File: src/rtl/tube_0c_arbiter.sv
// ---------------------------------------------------------------------------
// tube_0c_arbiter
//
// Purpose:
//   Shares one combinational tube_0c ALU between NUM_REQ requesters. Each cycle
//   a round-robin arbiter picks one valid requester and steers its operands and
//   op into the ALU. The ALU result is captured in a single-entry response
//   register that uses a valid/ready handshake. Accepted issues are counted.
//
// Ports:
//   clk, rst_n      clock (rising edge) and asynchronous active-low reset
//   req_valid/ready per-requester handshake (ready is one-hot or zero)
//   req_data1/2/op  per-requester operands and op
//   alu_in_*/alu_op steering to the shared ALU (all zero when idle)
//   alu_out_*       result coming back from the ALU in the same cycle
//   rsp_valid/ready response handshake towards the consumer
//   rsp_data/rsp_id registered result and index of the producing requester
//   issue_count     number of accepted operations, wraps
// ---------------------------------------------------------------------------

// Checks that the shared ALU answers in the same cycle it is driven.
module tube_0c_arbiter_chk (
    input  logic clk,
    input  logic rst_n,
    input  logic alu_in_valid,
    input  logic alu_out_valid
);
    a_alu_comb: assert property (@(posedge clk) disable iff (!rst_n)
        alu_out_valid == alu_in_valid);
endmodule

module tube_0c_arbiter #(
    parameter int  REG_WIDTH = 32,
    parameter int  NUM_REQ   = 4,
    parameter type T_tube_op = logic,
    parameter int  CNT_WIDTH = 16,
    localparam int ID_WIDTH  = (NUM_REQ > 1) ? $clog2(NUM_REQ) : 1
) (
    input  logic                               clk,
    input  logic                               rst_n,
    input  logic [NUM_REQ-1:0]                 req_valid,
    output logic [NUM_REQ-1:0]                 req_ready,
    input  logic [NUM_REQ-1:0][REG_WIDTH-1:0]  req_data1,
    input  logic [NUM_REQ-1:0][REG_WIDTH-1:0]  req_data2,
    input  T_tube_op [NUM_REQ-1:0]             req_op,
    output logic                               alu_in_valid,
    output logic [REG_WIDTH-1:0]               alu_in_data1,
    output logic [REG_WIDTH-1:0]               alu_in_data2,
    output T_tube_op                           alu_op,
    input  logic                               alu_out_valid,
    input  logic [REG_WIDTH-1:0]               alu_out_data,
    output logic                               rsp_valid,
    input  logic                               rsp_ready,
    output logic [REG_WIDTH-1:0]               rsp_data,
    output logic [ID_WIDTH-1:0]                rsp_id,
    output logic [CNT_WIDTH-1:0]               issue_count
);

    typedef enum logic {
        ST_EMPTY = 1'b0,
        ST_FULL  = 1'b1
    } state_t;

    state_t                 r_state;
    state_t                 w_state_nxt;
    logic [REG_WIDTH-1:0]   r_rsp_data;
    logic [ID_WIDTH-1:0]    r_rsp_id;
    logic [ID_WIDTH-1:0]    r_rr_ptr;
    logic [CNT_WIDTH-1:0]   r_issue_count;

    logic                   w_load;
    logic                   w_grant_any;
    logic [ID_WIDTH-1:0]    w_grant_idx;
    logic [NUM_REQ-1:0]     w_grant;

    // Round-robin search starting at r_rr_ptr; only grants when the response slot can load.
    always_comb begin
        logic [ID_WIDTH:0] v_idx;
        v_idx       = {(ID_WIDTH+1){1'b0}};
        w_load      = (r_state == ST_EMPTY) || rsp_ready;
        w_grant_any = 1'b0;
        w_grant_idx = {ID_WIDTH{1'b0}};
        w_grant     = {NUM_REQ{1'b0}};
        for (int k = 0; k < NUM_REQ; k++) begin
            // Wrap the scan index without a general modulo.
            v_idx = {1'b0, r_rr_ptr} + (ID_WIDTH+1)'(k);
            if (v_idx >= (ID_WIDTH+1)'(NUM_REQ)) begin
                v_idx = v_idx - (ID_WIDTH+1)'(NUM_REQ);
            end else begin
                v_idx = v_idx;
            end
            if (w_load && !w_grant_any && req_valid[v_idx[ID_WIDTH-1:0]]) begin
                w_grant_any = 1'b1;
                w_grant_idx = v_idx[ID_WIDTH-1:0];
            end else begin
                w_grant_any = w_grant_any;
            end
        end
        if (w_grant_any) begin
            w_grant[w_grant_idx] = 1'b1;
        end else begin
            w_grant = {NUM_REQ{1'b0}};
        end
    end

    // Steer the granted requester into the ALU; drive zeros when idle so nothing is X.
    always_comb begin
        alu_in_valid = w_grant_any;
        alu_in_data1 = {REG_WIDTH{1'b0}};
        alu_in_data2 = {REG_WIDTH{1'b0}};
        alu_op       = T_tube_op'(1'b0);
        if (w_grant_any) begin
            alu_in_data1 = req_data1[w_grant_idx];
            alu_in_data2 = req_data2[w_grant_idx];
            alu_op       = req_op[w_grant_idx];
        end else begin
            alu_in_valid = 1'b0;
        end
    end

    // Response slot next state: refill (or drain to empty) whenever it can load.
    always_comb begin
        w_state_nxt = r_state;
        case (r_state)
            ST_EMPTY, ST_FULL: begin
                if (w_load) begin
                    w_state_nxt = alu_out_valid ? ST_FULL : ST_EMPTY;
                end else begin
                    w_state_nxt = r_state;
                end
            end
            default: w_state_nxt = ST_EMPTY;
        endcase
    end

    // Response slot state register.
    always_ff @(posedge clk or negedge rst_n) begin
        if (!rst_n) begin
            r_state <= ST_EMPTY;
        end else begin
            r_state <= w_state_nxt;
        end
    end

    // Response payload, round-robin pointer and issue counter.
    always_ff @(posedge clk or negedge rst_n) begin
        if (!rst_n) begin
            r_rsp_data    <= {REG_WIDTH{1'b0}};
            r_rsp_id      <= {ID_WIDTH{1'b0}};
            r_rr_ptr      <= {ID_WIDTH{1'b0}};
            r_issue_count <= {CNT_WIDTH{1'b0}};
        end else begin
            if (w_load) begin
                r_rsp_data <= alu_out_data;
                r_rsp_id   <= w_grant_idx;
            end
            if (w_grant_any) begin
                r_rr_ptr      <= (w_grant_idx == ID_WIDTH'(NUM_REQ-1)) ? {ID_WIDTH{1'b0}}
                                                                      : w_grant_idx + {{(ID_WIDTH-1){1'b0}}, 1'b1};
                r_issue_count <= r_issue_count + {{(CNT_WIDTH-1){1'b0}}, 1'b1};
            end
        end
    end

    assign req_ready   = w_grant;
    assign rsp_valid   = (r_state == ST_FULL);
    assign rsp_data    = r_rsp_data;
    assign rsp_id      = r_rsp_id;
    assign issue_count = r_issue_count;

    tube_0c_arbiter_chk u_chk (
        .clk          (clk),
        .rst_n        (rst_n),
        .alu_in_valid (alu_in_valid),
        .alu_out_valid(alu_out_valid)
    );

endmodule
File: config.mk
export PLATFORM = sky130hd
export DESIGN_NAME = tube_0c_arbiter
export DESIGN_NICKNAME = d
export VERILOG_FILES = /design/src/rtl/tube_0c_arbiter.sv
export SDC_FILE = /design/constraint.sdc
export NUM_CORES = 1
export LEC_CHECK = 0
export ABC_CLOCK_PERIOD_IN_PS = 2300
export CAP_MARGIN = 0
export CORE_AREA = 2 2 162 164
export CTS_CLUSTER_DIAMETER = 30
export CTS_CLUSTER_SIZE = 30
export DETAILED_ROUTE_END_ITERATION = 7
export DIE_AREA = 0 0 164 166
export PLACE_DENSITY = 0.49
export SLEW_MARGIN = 10
export SYNTH_ARGS = -nofsm -noshare
export SYNTH_HDL_FRONTEND = slang
export SYNTH_SLANG_ARGS = --single-unit
File: constraint.sdc
create_clock -name clk -period 2.3 [get_ports clk]
set_clock_uncertainty 0.2 [all_clocks]
set_input_delay 0.46 -clock clk [delete_from_list [all_inputs] [get_ports clk]]
set_output_delay 0.46 -clock clk [all_outputs]
set_load 0.02 [all_outputs]
== Word-level counts from Yosys, hierarchy flattened ==
Cells that the tools add are included.
W data, S select, Z words.
Word-level totals
  register bits after elaboration: 53
  output and inout port bits: 121
Operators by class
  $add $sub $neg: 9
  magnitude comparators: 10
  equal/unequal tests: 1
  mux-type cells: 35
  bitwise gates (word level): 1
  reduce and logical (&&, ||, !) cells: 12
Operators with widths (number)
  $bmux W32 S2: 2
  $mux W32: 4
  $mux W2: 9
  $add A16 B1 Y16 const B: 1
  $lt A2 B3 Y1 const B: 5
  $mux W1: 13
  $bmux W1 S2: 5
  $ge A3 B3 Y1 const B: 3
  $logic_and A1 B1 Y1: 8
  $sub A2 B1 Y2 const B: 4
  $add A2 B2 Y3 const B: 2
  $mux W4: 1
  $add A2 B1 Y3 const B: 1
  $ge A2 B3 Y1 const B: 1
  $logic_not A1 Y1: 3
  $add A2 B1 Y2 const B: 1
  $demux W1 S2: 1
  $eq A2 B2 Y1 const B: 1
  $ge A2 B1 Y1 const B: 1
  $logic_or A1 B1 Y1: 1
  $not A1 Y1: 1

== Longest topological paths before layout ==
  depth after elaboration: 23
  gate-level depth with buffers: 9
  gate-level depth less buffers: 6

== Worst setup path before layout ==
No wires, ideal clock.
  path kind: input to output
  start point: input port req_valid[0]
  end point: output port alu_in_data1[10]
  data arrival time: 1.746 ns
  required time: 1.640 ns
  setup slack: -0.106 ns
  stages on the path: 8
  cells stage by stage: and2b_4 > o21bai_2 > o2111ai_2 > buf_6 > buf_6 > buf_6 > mux2i_1 > o22ai_1
On the way
  cells in the longest elaborated chain, start to end: 19
  elaborated cells on any way between the ends: 29
  classes of those cells: 19 x mux; 10 x reduce/logical
Ends and longest elaborated chain
  start: declaration: line 41  | input logic [NUM_REQ-1:0] req_valid,
  $bmux W1 S2: line 92  | if (w_load && !w_grant_any && req_valid[v_idx[ID_WIDTH-1:0]]) begin
  $mux W1 (implied by the code): line 92
  $logic_and A1 B1 Y1: line 92
  $mux W1: line 92
  $logic_not A1 Y1: line 92
  $logic_and A1 B1 Y1 (2 in series): line 92
  $mux W1: line 92
  $logic_not A1 Y1: line 92
  $logic_and A1 B1 Y1 (2 in series): line 92
  $mux W1: line 92
  $logic_not A1 Y1: line 92
  $logic_and A1 B1 Y1 (2 in series): line 92
  $mux W2: line 92
  $bmux W32 S2: line 113  | alu_in_data1 = req_data1[w_grant_idx];
  $mux W32 (implied by the code): line 113
  $mux W32 (*): line 112  | if (w_grant_any) begin
  end: declaration: line 47  | output logic [REG_WIDTH-1:0] alu_in_data1,
Mark *: on every way between the ends. The rest lies on a longest branch, timed or not. The select of a mux whose other input is x is not followed.

== Worst setup path in the final report ==
  start point: register r_rr_ptr[0]
  end point: output port alu_in_data1[1]
On the way
  cells in the longest elaborated chain, start to end: 21
  elaborated cells on any way between the ends: 44
  classes of those cells: 7 x add/sub; 4 x order compare; 23 x mux; 10 x reduce/logical
Ends and longest elaborated chain
  start: declaration: line 68  | logic [ID_WIDTH-1:0] r_rr_ptr;
  start signal: assignment: line 150  | r_rr_ptr <= {ID_WIDTH{1'b0}};
  start signal: assignment: line 158  | r_rr_ptr <= (w_grant_idx == ID_WIDTH'(NUM_REQ-1)) ? {ID_WIDTH{1'b0}}
  $ge A2 B3 Y1 or $sub A2 B1 Y2 (tied branches): line 87, 88
  $mux W2: line 87  | if (v_idx >= (ID_WIDTH+1)'(NUM_REQ)) begin
  $bmux W1 S2: line 92
  $mux W1 (implied by the code): line 92
  $logic_and A1 B1 Y1: line 92
  $mux W1: line 92
  $logic_not A1 Y1: line 92
  $logic_and A1 B1 Y1 (2 in series): line 92
  [... 2 more ...]
  $logic_and A1 B1 Y1 (2 in series): line 92
  $mux W1: line 92
  $logic_not A1 Y1: line 92
  $logic_and A1 B1 Y1 (2 in series): line 92
  $mux W2: line 92
  $bmux W32 S2: line 113
  $mux W32 (implied by the code): line 113
  $mux W32 (*): line 112
Marked as above.

==> results.md <==
- The flow ran to the end, but the final reports show violations.
- The final reports fail on negative setup slack.
- VDD sags by at most 0.000322 V.
- The fraction of registers with async set/reset is 100%.
- TritonCTS built the clock tree.
- Counting along the longest clock path gives a buffer depth of 2.
- For this run, the slowest stage of the critical path takes 400 ps.
- The global-route wire length before repair is 36.1 mm.
- The total number of vias is 5,476.
- The portion of total power attributed to combinational logic is 76.7%.
- Counting distinct cell types in the post-synthesis netlist gives 36.
- Yosys printed 0 warnings.
- The worst-case setup margin in the final layout is -585 ps.
- The post-route minimum period is 2880 ps.
- The largest total area in the synthesized netlist belongs to dfrtp_1.
- The count of antenna-violating nets left after detailed routing is 0.
- Net switching is 39.8% of the power.
- The category of the worst setup path capture point is an output pin.
- By count the netlist is led by mux2i_1 (130), nand2_1 (104), o22ai_1 (65).
- The total CTS buffers is 5.
- The worst setup path is launched from a flop.
- In this run the tightest slew margin relative to its limit is 64.1%.
- The destination of the critical timing path is alu_in_data1[1].
- The overall global routing resource usage is 17.8%.
- The biggest fanout along the worst timing path is 7.
- The synthesized instance count is 461.
- After detailed routing, the number of vias per cell comes to 4.27.
- The source of the worst hold timing path is rsp_data[15].
- The count of boundary I/O pins is 421.
- By instance count, the cell type seen most on the critical path is buf_12.
- Walking the worst path, the cells encountered are buf_6 > nor2b_4 > o21ai_2 > o2111ai_4 > buf_12 > buf_12 > bufbuf_16 > mux2i_1 > o22ai_2 > buf_4.
- Of the synthesized area, sequential elements account for 31.9%.
- The source-to-sink clock delay at the later pin of the worst-skew pair is 290 ps.
- The share of the synthesized area in the top cell type is 31.9%.
- The total power per unit cell area is 780 nW/µm².
- The maximum number of pins on one net before global-route repair is 36.
- Setup repair after global routing could not meet its margin everywhere.
- The tree is rooted in a clkbuf_16.
- The synthesized design contains 53 register bits.
- The total of endpoints with negative setup slack in the final report is 70.
- Each instance of the synthesized netlist takes up on average 9.01 µm².
- The part of the power in the clock network is 8.9%.
- In this run, the number of DRC markers left after iteration 0 of detailed routing was 233.
- The leftover overflow at the end of global routing is 0.
- The total net switching power is 0.00337 W.
- The reg2reg setup slack is 70 ps.
- The max-capacitance violation count is 0.
- For this design, the sink count on the clock tree is 53.
- The floorplan step defined a die boundary enclosing 27,200 µm².
- The setup TNS is -33,990 ps.
- After filler insertion, the fill cell instance count of the layout stands at 2,505.
- The number of nets in the synthesized netlist is 763.
- The max-slew violation count is 0.
- Compared with the post-synthesis result, the final layout area differs by 161%.
- The number of buffer cells added on primary ports is 420.
- The number of placed instances, taps included, is 1,234.
- The required time of the worst setup path is 1640 ps.
- The tightest hold path in the finished design has a slack of 265 ps.
- The initial cell density of the core is 16.2%.
- The critical setup path kind is reg -> out.
- The floorplan has 59 rows.
- By instance count, the leading cell after synthesis is mux2i_1.
- The layout cell share with drive strength beyond 1 is 33.4%.
- The critical-path cell with the highest stage delay is dfrtp_1.
- For this design the static power due to leakage is 4.79 nW.
- For this run, design rule violations remaining after detail routing come to 0.
- The repair_antennas step left the layout with diodes totalling 0.
- After floorplanning, the core was sized to cover 25,600 µm².
- The transition time at the pin with the least slew margin is 538 ps.
- The mean routed wirelength per cell is 20.0 µm.
- The die is 164 µm wide.
- The number of enable flip-flop cells after synthesis is 0.
- The critical register-to-register path endpoint is r_rr_ptr[1].
- The number of nets in the layout is 1,249.
- After synthesis the cells add up to 4150 µm².
- Among all flip-flop cells after synthesis, the most frequent one is dfrtp_1.
- The H-tree generated during clock tree synthesis spans 2 levels.
- Internal power comes to 0.00509 W.
- The wire-length estimate of the detail-placed layout is 20.6 mm.
- The first-pass iteration count of the detailed router is 4.
- The number of antenna violations at the first check in global routing is 0.
- The total routed wirelength is 25.7 mm.
- Registers are responsible for 14.4% of the overall power.
- The die height is 166 µm.
- The number of endpoints with negative hold slack in the final report is 0.
- The number of global-route vias before repair is 5,520.
- The path class of the lowest-slack min-delay path is reg -> reg.
- The design draws 0.00846 W.
- The clock transition at the registers of the reported paths is 70 ps.
- Timing would allow up to 0.347 GHz.
- By area the synthesized netlist is led by dfrtp_1 (32%), mux2i_1 (31%), o22ai_1 (9.8%).
- The final instance count without filler cells is 1,283.
- After layout, the worst path uses 125% of the clock period.
- The startpoint identified for the worst register-to-register timing path is r_rr_ptr[0].
- The arrival time of the worst setup path is 2220 ps.
- The critical path startpoint is r_rr_ptr[0].
- The global placement routability congestion is 0.850.
- Measured in cells, the most critical reg-to-reg path has a length of 10.
## stage by stage
step	instance area [µm²]	setup slack (ps)	utilization, %
CTS	10500	-594	41.0
global placement	9650	-1230	37.7
floorplan	4580	5.73	-
detailed placement	9650	-1230	37.7
global route	10800	-681	42.3
finish	10800	-585	42.3
## repair_timing
action / in CTS / in global routing
resized for setup: 411 / 61
pin swaps: 18 / 8
cloned: 7 / 2
buffers inserted: 24 / 10
hold endpoints to repair: 20 / 0
setup endpoints to repair: 76 / 72
hold buffers: 1 / 0
## cells in the final DEF, fill, tap and decap left out, drive strengths merged, types with 3 or more instances in the layout
| cell type | n |
|---|---|
| buf | 164 |
| clkbuf | 7 |
| clkdlybuf4s50 | 344 |
| clkinv | 3 |
| dfrtp | 53 |
| dlygate4sd2 | 3 |
| mux2i | 130 |
| nand2 | 104 |
| nand2b | 3 |
| nand3 | 6 |
| nand4 | 5 |
| nor2 | 13 |
| nor2b | 4 |
| o21ai | 3 |
| o22ai | 65 |
| xnor2 | 8 |
| xor2 | 7 |
## worst max-delay path, delay by kind of cell, from the launching register on
family                 cells  cell delay [ps]
AOI/OAI and AO/OA          3              280
buffers and inverters      5              890
DFF                        1              400
muxes                      1              220
and+or+nand+nor            1              120
## layout make-up
type,count,area [µm²],area share [%]
Clock buffer,5,125,1.15
Clock inverter,3,17.5,0.162
Inverter,3,23.8,0.219
Multi-Input combinational cell,367,3410,31.5
Sequential cell,53,1330,12.2
Tap cell,335,419,3.87
Timing Repair Buffer,517,5520,50.9
## worst min-delay path by stage
stage | endpoint | slack (ps) | cells after the start
finish | rsp_data[15] | 270 | 2
global route | rsp_data[31] | 290 | 2
CTS | rsp_data[31] | 270 | 2
detailed placement | rsp_data[31] | 260 | 2
global placement | rsp_data[16] | 250 | 2
floorplan | issue_count[0] | -40 | 0
## registers in the layout, indices dropped and copies added (netlist names)
name,cells
issue_count,16
r_rr_ptr,2
rsp_data,32
rsp_id,2
rsp_valid,1
## routing by layer
| metal | part of all wire, % | global-route usage, % |
|---|---|---|
| met5 | 0 | 0 |
| met3 | 7.9 | 4.25 |
| met4 | 0.78 | 2.06 |
| met2 | 51 | 32.1 |
| met1 | 40 | 22.1 |
## kinds of logic after synthesis
logic type,share of synthesized area [%]
and+or+nand+nor,14.7
muxes,31.9
AOI/OAI and AO/OA,11.9
DFF,31.9
buffers and inverters,5.78
xor gates and xnor gates,3.16
adders and majority gates,0.602
## power groups by stage
| stage | logic [W] | registers, W | clock network (W) |
|---|---|---|---|
| after floorplan | 0.00257 | 0.00136 | 0 |
| after global placement | 0.00537 | 0.00123 | 0 |
| after detailed placement | 0.00535 | 0.00123 | 0 |
| after CTS | 0.00621 | 0.00122 | 0.000781 |
| after global routing | 0.00682 | 0.00125 | 0.000819 |
| final | 0.00648 | 0.00122 | 0.000753 |
Note: power is estimated with default switching activity, not from simulation.
